--- src/rtl/mac_ctrl_pkg.sv ---
// Shared definitions for the MAC dot-product sequencer: FSM states, default
// widths, pad-ownership encoding and the per-state control decode.
package mac_ctrl_pkg;

  localparam int LEN_W_DEF = 5;
  localparam int DATA_W    = 8;

  typedef enum logic [2:0] {
    IDLE   = 3'd0,
    CLEAR  = 3'd1,
    BIAS   = 3'd2,
    ACCUM  = 3'd3,
    OUT_LO = 3'd4,
    OUT_HI = 3'd5
  } state_t;

  // Bit 1: controller drives the pad, bit 0: MAC drives the pad.
  // Exactly one bit is set in each code, so the pad always has one owner.
  typedef logic [1:0] pad_own_t;
  localparam pad_own_t PAD_MAC  = 2'b01;
  localparam pad_own_t PAD_CTRL = 2'b10;

  typedef struct packed {
    logic     busy;
    logic     op_ready;
    logic     mac_rst_n;
    logic     load_ext_high;
    pad_own_t pad_own;
    logic     res_valid;
    logic     res_last;
  } ctrl_t;

  function automatic ctrl_t ctrl_decode(input state_t s);
    ctrl_t c;
    c               = '0;
    c.busy          = (s != IDLE);
    c.mac_rst_n     = 1'b1;
    c.pad_own       = PAD_MAC;
    case (s)
      CLEAR:   c.mac_rst_n = 1'b0;
      BIAS: begin
        c.pad_own       = PAD_CTRL;
        c.load_ext_high = 1'b1;
      end
      ACCUM:   c.op_ready = 1'b1;
      OUT_LO:  c.res_valid = 1'b1;
      OUT_HI: begin
        c.res_valid = 1'b1;
        c.res_last  = 1'b1;
      end
      default: ;
    endcase
    return c;
  endfunction

endpackage

--- src/rtl/mac_dot_sequencer_if.sv ---
// Host job/operand/result handshakes plus the MAC control pins of the
// dot-product sequencer. slave = sequencer view, master = host/MAC side.
interface mac_dot_sequencer_if
  import mac_ctrl_pkg::*;
#(
  parameter int LEN_W = LEN_W_DEF
);

  logic              start;
  logic [LEN_W-1:0]  len;
  logic              use_bias;
  logic [DATA_W-1:0] bias_hi;
  logic              busy;

  logic              op_valid;
  logic              op_ready;
  logic [DATA_W-1:0] op_a;
  logic [DATA_W-1:0] op_b;

  logic              mac_rst_n;
  logic              mac_acc_en;
  logic [DATA_W-1:0] mac_in_a;
  logic [DATA_W-1:0] mac_in_b;
  logic              mac_io_drive;
  logic              mac_load_ext_high;
  logic              pad_oe;
  logic [DATA_W-1:0] pad_out;
  logic [DATA_W-1:0] mac_out_low;
  logic [DATA_W-1:0] mac_pad_in;

  logic              res_valid;
  logic              res_ready;
  logic [DATA_W-1:0] res_byte;
  logic              res_last;

  modport slave (
    input  start, len, use_bias, bias_hi,
    output busy,
    input  op_valid, op_a, op_b,
    output op_ready,
    output mac_rst_n, mac_acc_en, mac_in_a, mac_in_b,
    output mac_io_drive, mac_load_ext_high, pad_oe, pad_out,
    input  mac_out_low, mac_pad_in,
    output res_valid, res_byte, res_last,
    input  res_ready
  );

  modport master (
    output start, len, use_bias, bias_hi,
    input  busy,
    output op_valid, op_a, op_b,
    input  op_ready,
    input  mac_rst_n, mac_acc_en, mac_in_a, mac_in_b,
    input  mac_io_drive, mac_load_ext_high, pad_oe, pad_out,
    output mac_out_low, mac_pad_in,
    input  res_valid, res_byte, res_last,
    output res_ready
  );

endinterface

--- src/rtl/mac_dot_sequencer.sv ---
// Sequences the 8-bit MAC through clear, optional bias preload, N operand
// pairs and a two-beat result readout. Sole driver of the MAC control pins.
module mac_dot_sequencer
  import mac_ctrl_pkg::*;
#(
  parameter int LEN_W = LEN_W_DEF
) (
  input  logic                clk,
  input  logic                rst_n,
  mac_dot_sequencer_if.slave  bus
);

  state_t            r_state;
  state_t            w_next;
  ctrl_t             r_ctrl;
  logic [LEN_W-1:0]  r_cnt;
  logic              r_use_bias;
  logic [DATA_W-1:0] r_bias;

  logic              w_start_acc;
  logic              w_pair_acc;
  logic              w_res_acc;
  logic              w_last_pair;
  logic              w_have_pairs;

  assign w_start_acc  = (r_state == IDLE) && bus.start;
  assign w_pair_acc   = (r_state == ACCUM) && bus.op_valid;
  assign w_res_acc    = r_ctrl.res_valid && bus.res_ready;
  assign w_last_pair  = (r_cnt == LEN_W'(1));
  assign w_have_pairs = (r_cnt != '0);

  always_comb begin
    w_next = r_state;
    unique case (r_state)
      IDLE:    if (w_start_acc) w_next = CLEAR;
      CLEAR: begin
        if (r_use_bias)        w_next = BIAS;
        else if (w_have_pairs) w_next = ACCUM;
        else                   w_next = OUT_LO;
      end
      BIAS:    w_next = w_have_pairs ? ACCUM : OUT_LO;
      ACCUM:   if (w_pair_acc && w_last_pair) w_next = OUT_LO;
      OUT_LO:  if (w_res_acc) w_next = OUT_HI;
      OUT_HI:  if (w_res_acc) w_next = IDLE;
      default: w_next = IDLE;
    endcase
  end

  // Control outputs are registered from the next state so every Moore
  // output changes on the same edge as the state it belongs to.
  always_ff @(posedge clk) begin
    if (!rst_n) begin
      r_state    <= IDLE;
      r_ctrl     <= ctrl_decode(IDLE);
      r_cnt      <= '0;
      r_use_bias <= 1'b0;
      r_bias     <= '0;
    end else begin
      r_state <= w_next;
      r_ctrl  <= ctrl_decode(w_next);
      if (w_start_acc) begin
        r_cnt      <= bus.len;
        r_use_bias <= bus.use_bias;
        r_bias     <= bus.bias_hi;
      end else if (w_pair_acc) begin
        r_cnt <= r_cnt - LEN_W'(1);
      end
    end
  end

  assign bus.busy              = r_ctrl.busy;
  assign bus.op_ready          = r_ctrl.op_ready;
  assign bus.mac_rst_n         = r_ctrl.mac_rst_n;
  assign bus.mac_load_ext_high = r_ctrl.load_ext_high;
  assign bus.pad_oe            = r_ctrl.pad_own[1];
  assign bus.mac_io_drive      = r_ctrl.pad_own[0];
  assign bus.pad_out           = r_bias;
  assign bus.res_valid         = r_ctrl.res_valid;
  assign bus.res_last          = r_ctrl.res_last;

  // The only Mealy path: operands reach the MAC in the cycle they are accepted.
  assign bus.mac_acc_en = w_pair_acc;
  assign bus.mac_in_a   = w_pair_acc ? bus.op_a : '0;
  assign bus.mac_in_b   = w_pair_acc ? bus.op_b : '0;

  // Result bytes come straight from the MAC so the final pair is visible.
  always_comb begin
    bus.res_byte = '0;
    case (r_state)
      OUT_LO:  bus.res_byte = bus.mac_out_low;
      OUT_HI:  bus.res_byte = bus.mac_pad_in;
      default: bus.res_byte = '0;
    endcase
  end

endmodule

--- src/flat_wrapper.sv ---
// flat-port wrapper written by rule: the top's interface ports become plain ports
module mac_dot_sequencer_flat import mac_ctrl_pkg::*;
#(
  parameter int LEN_W = LEN_W_DEF
)
  (clk, rst_n, bus_start, bus_len, bus_use_bias, bus_bias_hi, bus_busy, bus_op_valid, bus_op_a, bus_op_b, bus_op_ready, bus_mac_rst_n, bus_mac_acc_en, bus_mac_in_a, bus_mac_in_b, bus_mac_io_drive, bus_mac_load_ext_high, bus_pad_oe, bus_pad_out, bus_mac_out_low, bus_mac_pad_in, bus_res_valid, bus_res_byte, bus_res_last, bus_res_ready);
  mac_dot_sequencer_if #(.LEN_W(LEN_W)) bus_i ();
  input  logic clk;
  input  logic rst_n;
  input wire logic [$bits(bus_i.start)-1:0] bus_start;
  input wire logic [$bits(bus_i.len)-1:0] bus_len;
  input wire logic [$bits(bus_i.use_bias)-1:0] bus_use_bias;
  input wire logic [$bits(bus_i.bias_hi)-1:0] bus_bias_hi;
  output wire logic [$bits(bus_i.busy)-1:0] bus_busy;
  input wire logic [$bits(bus_i.op_valid)-1:0] bus_op_valid;
  input wire logic [$bits(bus_i.op_a)-1:0] bus_op_a;
  input wire logic [$bits(bus_i.op_b)-1:0] bus_op_b;
  output wire logic [$bits(bus_i.op_ready)-1:0] bus_op_ready;
  output wire logic [$bits(bus_i.mac_rst_n)-1:0] bus_mac_rst_n;
  output wire logic [$bits(bus_i.mac_acc_en)-1:0] bus_mac_acc_en;
  output wire logic [$bits(bus_i.mac_in_a)-1:0] bus_mac_in_a;
  output wire logic [$bits(bus_i.mac_in_b)-1:0] bus_mac_in_b;
  output wire logic [$bits(bus_i.mac_io_drive)-1:0] bus_mac_io_drive;
  output wire logic [$bits(bus_i.mac_load_ext_high)-1:0] bus_mac_load_ext_high;
  output wire logic [$bits(bus_i.pad_oe)-1:0] bus_pad_oe;
  output wire logic [$bits(bus_i.pad_out)-1:0] bus_pad_out;
  input wire logic [$bits(bus_i.mac_out_low)-1:0] bus_mac_out_low;
  input wire logic [$bits(bus_i.mac_pad_in)-1:0] bus_mac_pad_in;
  output wire logic [$bits(bus_i.res_valid)-1:0] bus_res_valid;
  output wire logic [$bits(bus_i.res_byte)-1:0] bus_res_byte;
  output wire logic [$bits(bus_i.res_last)-1:0] bus_res_last;
  input wire logic [$bits(bus_i.res_ready)-1:0] bus_res_ready;
  assign bus_i.start = bus_start;
  assign bus_i.len = bus_len;
  assign bus_i.use_bias = bus_use_bias;
  assign bus_i.bias_hi = bus_bias_hi;
  assign bus_busy = bus_i.busy;
  assign bus_i.op_valid = bus_op_valid;
  assign bus_i.op_a = bus_op_a;
  assign bus_i.op_b = bus_op_b;
  assign bus_op_ready = bus_i.op_ready;
  assign bus_mac_rst_n = bus_i.mac_rst_n;
  assign bus_mac_acc_en = bus_i.mac_acc_en;
  assign bus_mac_in_a = bus_i.mac_in_a;
  assign bus_mac_in_b = bus_i.mac_in_b;
  assign bus_mac_io_drive = bus_i.mac_io_drive;
  assign bus_mac_load_ext_high = bus_i.mac_load_ext_high;
  assign bus_pad_oe = bus_i.pad_oe;
  assign bus_pad_out = bus_i.pad_out;
  assign bus_i.mac_out_low = bus_mac_out_low;
  assign bus_i.mac_pad_in = bus_mac_pad_in;
  assign bus_res_valid = bus_i.res_valid;
  assign bus_res_byte = bus_i.res_byte;
  assign bus_res_last = bus_i.res_last;
  assign bus_i.res_ready = bus_res_ready;
  mac_dot_sequencer #(.LEN_W(LEN_W)) u_core (.clk(clk), .rst_n(rst_n), .bus(bus_i));
endmodule
--- config.mk ---
export PLATFORM = sky130hd
export DESIGN_NAME = mac_dot_sequencer_flat
export DESIGN_NICKNAME = d
export VERILOG_FILES = /design/src/rtl/mac_ctrl_pkg.sv /design/src/rtl/mac_dot_sequencer_if.sv /design/src/rtl/mac_dot_sequencer.sv /design/src/flat_wrapper.sv
export SDC_FILE = /design/constraint.sdc
export NUM_CORES = 1
export LEC_CHECK = 0
export CAP_MARGIN = 10
export CORE_UTILIZATION = 38
export DETAILED_ROUTE_END_ITERATION = 6
export PLACE_DENSITY = 0.82
export SLEW_MARGIN = 10
export SYNTH_ARGS = -nofsm -noshare
export SYNTH_HDL_FRONTEND = slang
export SYNTH_SLANG_ARGS = --single-unit
--- constraint.sdc ---
create_clock -name clk -period 3 [get_ports clk]
set_clock_uncertainty 0.1 [all_clocks]
set_input_delay 0.6 -clock clk [delete_from_list [all_inputs] [get_ports clk]]
set_output_delay 0.6 -clock clk [all_outputs]
set_load 0.02 [all_outputs]
# Yosys cells after proc, flatten, opt, wreduce, memory -nomap -nowiden
# Cells that the tools add are included.
[classes]
n_addsub = 1
magnitude_cmp = 0
n_eq_ne = 11
div = 0
shift = 0
reduce_logical = 9
n_mul = 0
n_mux = 17
n_bitwise = 0
[op_table]
columns = ["op", "count"]
rows = [
  ["2-to-1 mux 3 bit", 7],
  ["one-hot mux 3 bit (6 select lines)", 1],
  ["2-to-1 mux 8 bit", 2],
  ["one-hot mux 8 bit (2 select lines)", 1],
  ["== test 3 x 2 -> 1 bit (second input constant)", 4],
  ["== test 3 bit (second input constant)", 4],
  ["2-to-1 mux 5 bit", 2],
  ["== test 3 x 1 -> 1 bit (second input constant)", 2],
  ["== test 5 x 1 -> 1 bit (second input constant)", 1],
  ["nonzero test 5 bit", 1],
  ["subtractor 5 x 1 -> 5 bit (second input constant)", 1],
  ["logical AND 1 bit", 4],
  ["2-to-1 mux 1 bit", 4],
  ["logical NOT 3 bit", 1],
  ["nonzero test 3 bit", 1],
  ["nonzero test 2 bit", 1],
  ["OR reduction 2 bit", 1],
]
[totals]
ramBits = 0
reg_bits = 25
latch_bits = 0
inputBits = 51
elab_cells = 49
n_memories = 0
output_inout_bits = 41
rom_bits = 0

# Longest topological paths before layout
# Gate-level depths: netlist of the first run.
[depth]
depth_word = 8
depth_mapped = 7
mapped_depth_nobuf = 6

# Least setup slack after synthesis of the first run
# Ideal clock, no wire load.
[synth_timing]
path_kind = "input port to output port"
startpoint = "in bus_op_valid"
endpoint = "out bus_mac_in_a[0]"
stages = 4
required_time_ns = 2.300
arrival_time_ns = 1.522
n_path_buf = 2
path_slack_ns = 0.778
cell_sequence = "and4b_1 > buf_2 > clkbuf_1 > and2_1"
[synth_between]
elab_chain_cells = 2
[synth_lines]
columns = ["element", "line_no", "text"]
rows = [
  ["from (decl)", "flat_wrapper.sv:15", "input wire logic [$bits(bus_i.op_valid)-1:0] bus_op_valid;"],
  ["logical AND 1 bit", "mac_dot_sequencer.sv:27", "assign w_pair_acc = (r_state == ACCUM) && bus.op_valid;"],
  ["named net bus_mac_acc_en", "flat_wrapper.sv:20", "output wire logic [$bits(bus_i.mac_acc_en)-1:0] bus_mac_acc_en;"],
  ["2-to-1 mux 8 bit", "mac_dot_sequencer.sv:83", "assign bus.mac_in_a = w_pair_acc ? bus.op_a : '0;"],
  ["to (decl)", "flat_wrapper.sv:21", "output wire logic [$bits(bus_i.mac_in_a)-1:0] bus_mac_in_a;"],
]
# The timed path passes the listed nets, and every way through them passes these cells.

# Worst setup path in the final report of the first run
[layout_timing]
startpoint = "in bus_op_valid"
endpoint = "out bus_mac_in_a[1]"
[layout_between]
elab_chain_cells = 2
[layout_lines]
columns = ["element", "line_no"]
rows = [
  ["logical AND 1 bit", "mac_dot_sequencer.sv:27"],
  ["2-to-1 mux 8 bit", "mac_dot_sequencer.sv:83"],
]
# No other way between the ends.

==> metrics.txt, run 1 <==
Post-Syn Area 1358 sq um; Avg Cell Area, Syn 8.485 sq um; largest net degree at the start of global routing 26; Root Driver clkbuf_4; delay-heaviest family, CP buffers and inverters; core box area 3390 sq um; Post-Synth Adder-Cell Area 0.02765; WS Path Type input pin to output pin; Initial Util 0.4005; number of distinct library cells after synthesis 46; die footprint 3816 sq um; drt initial violations 45; post-cts resize count 0; Slew HR 0.6012; Peak VDD IR 365.8 uV; die height 61.77 um; Final Cycle Share 0.9651; number of synthesized flops with an enable pin 0; number of global-route vias before repair 1178; RR Endpoint u_core.bus.busy$_SDFF_PN0_; Seq cells post-synth 24; Port Buf Inserts 91; Max Slew Vio Count 0; slowest CP cell clkdlybuf4s50_1; slew of the pin with the lowest slew margin 0.5950 ns; CTS tree done; Pleak 0.0008595 uW; Worst setup SP type input pin; CP Launch Point bus_op_valid; Max Fclk 345.4 MHz; Synth Area in Compound Gates 0.1401; setup violators final 0; status complete, no violations; Row Count 21; die extent in x 61.77 um; Setup crit end kind output pin; CTS buffer count 3; PwrDens 690.3 nW/um^2; Setup Buffers After CTS 0; post-route setup slack 0.1048 ns; max cap viols 0; synthesized instance count 160; htree depth 1; Async SR Flop Fraction 0; GRT Resource Usage Total 0.1732; sequential-to-total area share from yosys stat 0.3539; simple-gate portion of the synthesized area 0.3244; pre-CTS setup slack 0.1029 ns; Overflow after GRT 0; Antenna Cells 0; largest family of logic cells by synthesized area simple AND/OR/NAND/NOR gates; area grow syn2layout 70.51%; Worst setup endpoint bus_mac_in_a[1]; CP max stage delay 0.61 ns; most used flip-flop cell after synthesis dfxtp_1; TNS Setup 0 ns; final hold vios 0; routability cong. 0.8286; post-route cell area 2315 sq um; Post-Synth XOR/XNOR Area 0.02581; Fin Hold WS 0.3626 ns; mux share of post-synthesis cell area 0.05899; Clk pin slew, worst setup/hold paths 0.13 ns; worst-path fanout max 25; detailed-route vias per instance 4.612; final WL 3232 um; RSZ-0062 raised after global routing false; number of I/O pins 92; CTS Buffer Depth 2; HP Class register to register; RR Startpoint u_core.r_cnt[0]$_SDFFE_PN0P_; Post-Place Cell Area 2278 sq um; cells along the critical path clkdlybuf4s50_1 -> and4b_1 -> buf_12 -> and2_1 -> clkdlybuf4s50_1; Clock Sinks 24; critical path depth in cells 5; CTS Hold Bufs 0; DR pass1 iterations 4; Required @ worst endpoint 2.30 ns; antenna-violating nets left 0; layout cells sized above 1 0.06531; hpwl dp 2505 um; vias 1342; Tmin final 2.895 ns; WP data arrival 2.20 ns; worst path buffer plus inverter count 3; Synth Net Count 214; Avg WL per Cell 11.11 um; synth warn 0; Reg2Reg Depth 6; R2R Setup Slk 1.10 ns; DRC viols 0; clock latency on the worst-skew pair 0.32 ns; first-pass GRT wire length 4988 um; CP dominant cell by count clkdlybuf4s50_1; initial antenna violation count 0; final layout net count 300
## stage by stage
stage	total power, uW	util	instances
after floorplan	1148	-	160
after global placement	1421	0.6722	287
after detailed placement	1435	0.6722	287
after CTS	1607	0.6829	291
after global routing	1724	0.6829	291
final	1598	0.6829	291
## cells in the final DEF, fill, tap and decap left out, types with 3 or more instances in the layout
cell type,instances
clkdlybuf4s50_1,91
nand2_1,25
dfxtp_1,24
and2_1,16
a21oi_1,14
nor2_1,11
mux2i_1,8
inv_1,5
xnor2_1,3
ha_1,3
clkbuf_4,3
## state kept, by name (all words and copies together), names as in the netlist
register / count
u_core.bus.pad_out: 8
u_core.r_cnt: 5
u_core.r_state: 3
u_core.bus.busy: 1
u_core.bus.mac_io_drive: 1
u_core.bus.mac_rst_n: 1
u_core.bus.op_ready: 1
u_core.bus.pad_oe: 1
u_core.bus.res_last: 1
u_core.bus.res_valid: 1
u_core.r_use_bias: 1
## tightest hold or removal path: stages, from the launching register on
cell and delay, ns:
dfxtp_1 0.33, nand2_1 0.05, a21oi_1 0.05
## Yosys cell counts (3+ instances only)
library cell   n  area (sq um)
nor2_1        11         41.29
ha_1           3         37.54
inv_1          5         18.77
mux2i_1        8         80.08
nand2_1       25         93.84
a21oi_1       14         70.07
buf_2          6         30.03
xnor2_1        3         26.28
and2_1        16         100.1
dfxtp_1       24         480.5
## layout make-up
type	count	area, sq um
Clock buffer	4	36.28
Tap cell	46	57.56
Inverter	5	18.77
Fill cell	279	1075
Multi-Input combinational cell	119	783.3
Sequential cell	24	480.5
Timing Repair Buffer	93	938.4
## kinds of logic (layout without fill, tap and decap cells)
kind of cell | after synthesis | count (layout)
AND/OR/NAND/NOR | 76 | 76
adder cells (fa/ha/maj) | 3 | 3
buffers and inverters | 17 | 102
flip-flops | 24 | 24
AO/OA/AOI/OAI | 28 | 28
XOR/XNOR | 4 | 4
multiplexers | 8 | 8
## layer usage
metal,GRT usage,vias to the layer above,routed length (um)
li1,-,712,-
met1,0.2149,589,1434
met2,0.2919,38,1629
met3,0.05383,3,152
met4,0.04444,0,17
met5,0,-,0
## worst min path at each step
stage | start | slack, ns | end | cells past startpoint
final | u_core.bus.pad_out[7]$_SDFFE_PN0P_ | 0.36 | u_core.bus.pad_out[7]$_SDFFE_PN0P_ | 2
after global routing | u_core.bus.pad_out[4]$_SDFFE_PN0P_ | 0.39 | u_core.bus.pad_out[4]$_SDFFE_PN0P_ | 2
after CTS | u_core.bus.pad_out[7]$_SDFFE_PN0P_ | 0.36 | u_core.bus.pad_out[7]$_SDFFE_PN0P_ | 2
after detailed placement | u_core.bus.pad_out[7]$_SDFFE_PN0P_ | 0.35 | u_core.bus.pad_out[7]$_SDFFE_PN0P_ | 2
after global placement | u_core.bus.pad_out[2]$_SDFFE_PN0P_ | 0.34 | u_core.bus.pad_out[2]$_SDFFE_PN0P_ | 2
after floorplan | u_core.r_use_bias$_SDFFE_PN0P_ | 0.35 | u_core.r_use_bias$_SDFFE_PN0P_ | 2
## power by group
group	internal, uW	switching (uW)
Sequential	421	86.7
Clock	74.3	96.3
Combinational	453	466
Note: power is estimated with default switching activity, not from simulation.
==> run 2: changes to the inputs <==
--- a/config.mk
+++ b/config.mk
@@ -5,8 +5,9 @@
 export SDC_FILE = /design/constraint.sdc
 export NUM_CORES = 1
 export LEC_CHECK = 0
+export ABC_AREA = 1
 export CAP_MARGIN = 10
-export CORE_UTILIZATION = 38
+export CORE_UTILIZATION = 39
 export DETAILED_ROUTE_END_ITERATION = 6
 export PLACE_DENSITY = 0.82
 export SLEW_MARGIN = 10
==> run 2 against run 1 <==
  * Largest cell class unchanged
  * Combinational power rose by 15%
  * Worst hold slack improved by 0.035 ns
  * Highest routed layer unchanged
  * Largest power group unchanged
  * Non-clock buffer count did not move
  * Critical path depth did not move
  * Power rose by 16%
==> metrics.txt, run 2 <==
status complete, no violations; vias 1596 (+19%); drt initial violations 60 (+33%); most frequent cells in the layout 91 x clkdlybuf4s50_1, 43 x nor2_1, 31 x inv_1, 31 x nand2_1; Avg Cell Area, Syn 6.683 sq um (-21%); layout cells sized above 1 0.07000 (+0.004694); core box area 3416 sq um (+0.78%); WS Path Type input pin to output pin; max cap viols 0 (unchanged); Avg WL per Cell 10.59 um (-4.7%); Pleak 0.001093 uW (+27%); HP Class register to register; Clk pin slew, worst setup/hold paths 0.14 ns (about the same); Root Driver clkbuf_4; Required @ worst endpoint 2.30 ns (about the same); largest net degree at the start of global routing 22 (-15%); Hold Crit Depth 2 (unchanged); R2R Setup Slk 1.12 ns (+0.02 ns); synth warn 0 (unchanged); clock latency on the worst-skew pair 0.32 ns (about the same); Setup crit end kind output pin; final hold vios 0 (unchanged); share of the synthesized area in the top cell type 0.3360 (-0.01796); sequential-to-total area share from yosys stat 0.3360 (-0.01796); Tmin final 2.867 ns (-0.02868 ns); first-pass GRT wire length 6368 um (+28%); Slew HR 0.6750 (+0.07378); DR pass1 iterations 4 (unchanged); synth top area cells dfxtp_1 34%, nor2_1 11%, nand3_1 8.4%; PwrDens 773.8 nW/um^2 (+12%); Clock Sinks 24 (unchanged); post-route cell area 2386 sq um (+3.1%); RR Startpoint u_core.r_state[0]$_SDFF_PN0_; Seq cells post-synth 24 (unchanged); die height 62.56 um (+1.3%); worst-path fanout max 21 (-16%); pre-CTS setup slack 0.1336 ns (+0.03068 ns); Setup Buffers After CTS 0 (unchanged); Post-Syn Area 1430 sq um (+5.3%); TNS Setup 0 ns (unchanged); number of distinct library cells after synthesis 28 (-39%); CTS buffer count 3 (unchanged); detailed-route vias per instance 4.613 (about the same); antenna-violating nets left 0 (unchanged); Port Buf Inserts 91 (unchanged); Row Count 21 (unchanged); final WL 3664 um (+13%); DRC viols 0 (unchanged); Max Fclk 348.9 MHz (+1.0%); Non-Filler Instances 346 (+19%); htree depth 1 (unchanged); count leader, synth nor2_1; HP Start u_core.bus.pad_out[2]$_SDFFE_PN0P_; number of global-route vias before repair 1430 (+21%); GRT Resource Usage Total 0.1981 (+0.02491); slew of the pin with the lowest slew margin 0.4860 ns (-0.1089 ns); Peak VDD IR 562.8 uV (+54%); area grow syn2layout 66.84%; Reg2Reg Depth 8 (+2); Worst setup SP type input pin; CTS Hold Bufs 0 (unchanged); largest area contributor in the netlist dfxtp_1; Final Cycle Share 0.9555 (-0.009561); die extent in x 62.56 um (+1.3%); number of synthesized flops with an enable pin 0 (unchanged); Initial Util 0.4187 (+0.01816); die footprint 3913 sq um (+2.6%); Antenna Cells 0 (unchanged); placed insts 342 (+19%); Synth Net Count 268 (+25%); CTS tree done; RR Endpoint u_core.bus.busy$_SDFF_PN0_; commonest cells in the netlist 43 x nor2_1, 31 x inv_1, 31 x nand2_1, 24 x dfxtp_1, 24 x nand3_1; max reg flops 8 (unchanged); Max Slew Vio Count 0 (unchanged); commonest non-fill, non-tap cell in the layout clkdlybuf4s50_1; Async SR Flop Fraction 0 (unchanged); Post-Place Cell Area 2333 sq um (+2.4%); Overflow after GRT 0 (unchanged); final layout net count 355 (+18%); fillers 305 (+9.3%); hpwl dp 2890 um (+15%); synthesized instance count 214 (+34%); WP data arrival 2.17 ns (-0.03 ns); post-cts resize count 0 (unchanged); RSZ-0062 raised after global routing false; initial antenna violation count 0 (unchanged); most used flip-flop cell after synthesis dfxtp_1; number of I/O pins 92 (unchanged); CTS Buffer Depth 2 (unchanged); CP Launch Point bus_op_valid; post-route setup slack 0.1335 ns (+0.02868 ns); setup violators final 0 (unchanged); Worst setup endpoint bus_mac_in_a[3]; routability cong. 0.8254 (-0.39%)
[run 2: changes by cell type after synthesis, sizes merged, moves of 4 or more]
cell and delta:
nand2 +8, nor2 +38, and2 -16, nand3 +24
mux2i -8, nand4 +4, o21ai +9, inv +29
a21oi -6
[run 2: final cells by class]
class                      instances  area [sq um]  area share
multi-input combinational        144         720.7      0.3020
tap                               46         57.56     0.02412
clock inverter                     1         30.03     0.01259
inverter                          35         136.4     0.05716
sequential                        24         480.5      0.2014
clock buffer                       3         22.52    0.009439
timing repair buffer              93         938.4      0.3933
[run 2: per-stage QoR]
stage	util	total power (uW)	hold slack [ns]
2_1_floorplan	-	1313	0.3486
3_3_place_gp	0.6832	1607	0.3609
3_5_place_dp	0.6832	1627	0.3714
4_1_cts	0.6985	1862	0.3988
5_1_grt	0.6985	2020	0.4222
6_report	0.6985	1846	0.3974
[run 2: how the worst min path moves through the flow]
| stage | to | slack, ns |
|---|---|---|
| global placement | u_core.bus.pad_out[2]$_SDFFE_PN0P_ | 0.36 |
| floorplan | u_core.r_use_bias$_SDFFE_PN0P_ | 0.35 |
| CTS | u_core.bus.pad_out[2]$_SDFFE_PN0P_ | 0.40 |
| detailed placement | u_core.bus.pad_out[2]$_SDFFE_PN0P_ | 0.37 |
| global route | u_core.bus.pad_out[6]$_SDFFE_PN0P_ | 0.42 |
| finish | u_core.bus.pad_out[2]$_SDFFE_PN0P_ | 0.40 |
[run 2: power breakdown]
part           internal, uW  switching [uW]
registers               433             119
clock network           135            98.7
logic                   458             603
total                  1030             821
[run 2: worst max-delay path, stage by stage]
cell and delay [ns]:
clkdlybuf4s50_1 0.49, nand4_1 0.15, buf_12 0.20, nor2_1 0.10
clkdlybuf4s50_1 0.62
[run 2: cell families (layout without fill, tap and decap cells)]
| family | count (synthesis) | in the layout | share of synthesized area |
|---|---|---|---|
| adders and majority gates | 3 | 3 | 0.02625 |
| buffers and inverters | 46 | 132 | 0.1601 |
| xor gates and xnor gates | 1 | 1 | 0.006125 |
| and+or+nand+nor | 115 | 115 | 0.3762 |
| DFF | 24 | 24 | 0.3360 |
| AOI/OAI and AO/OA | 25 | 25 | 0.09536 |
[run 2: layer usage]
metal / share of wire / up-vias / global-route usage
met5: 0 / - / 0
li1: - / 838 / -
met1: 0.44 / 700 / 0.2348
met4: 0.010 / 0 / 0.05523
met3: 0.063 / 4 / 0.04380
met2: 0.49 / 54 / 0.3546
==> run 3: changes to the inputs <==
--- a/config.mk
+++ b/config.mk
@@ -6,7 +6,6 @@
 export NUM_CORES = 1
 export LEC_CHECK = 0
 export ABC_AREA = 1
-export CAP_MARGIN = 10
 export CORE_UTILIZATION = 39
 export DETAILED_ROUTE_END_ITERATION = 6
 export PLACE_DENSITY = 0.82
==> results of run 3 <==
Final layout, timing and power as in run 2 (identical DEF).
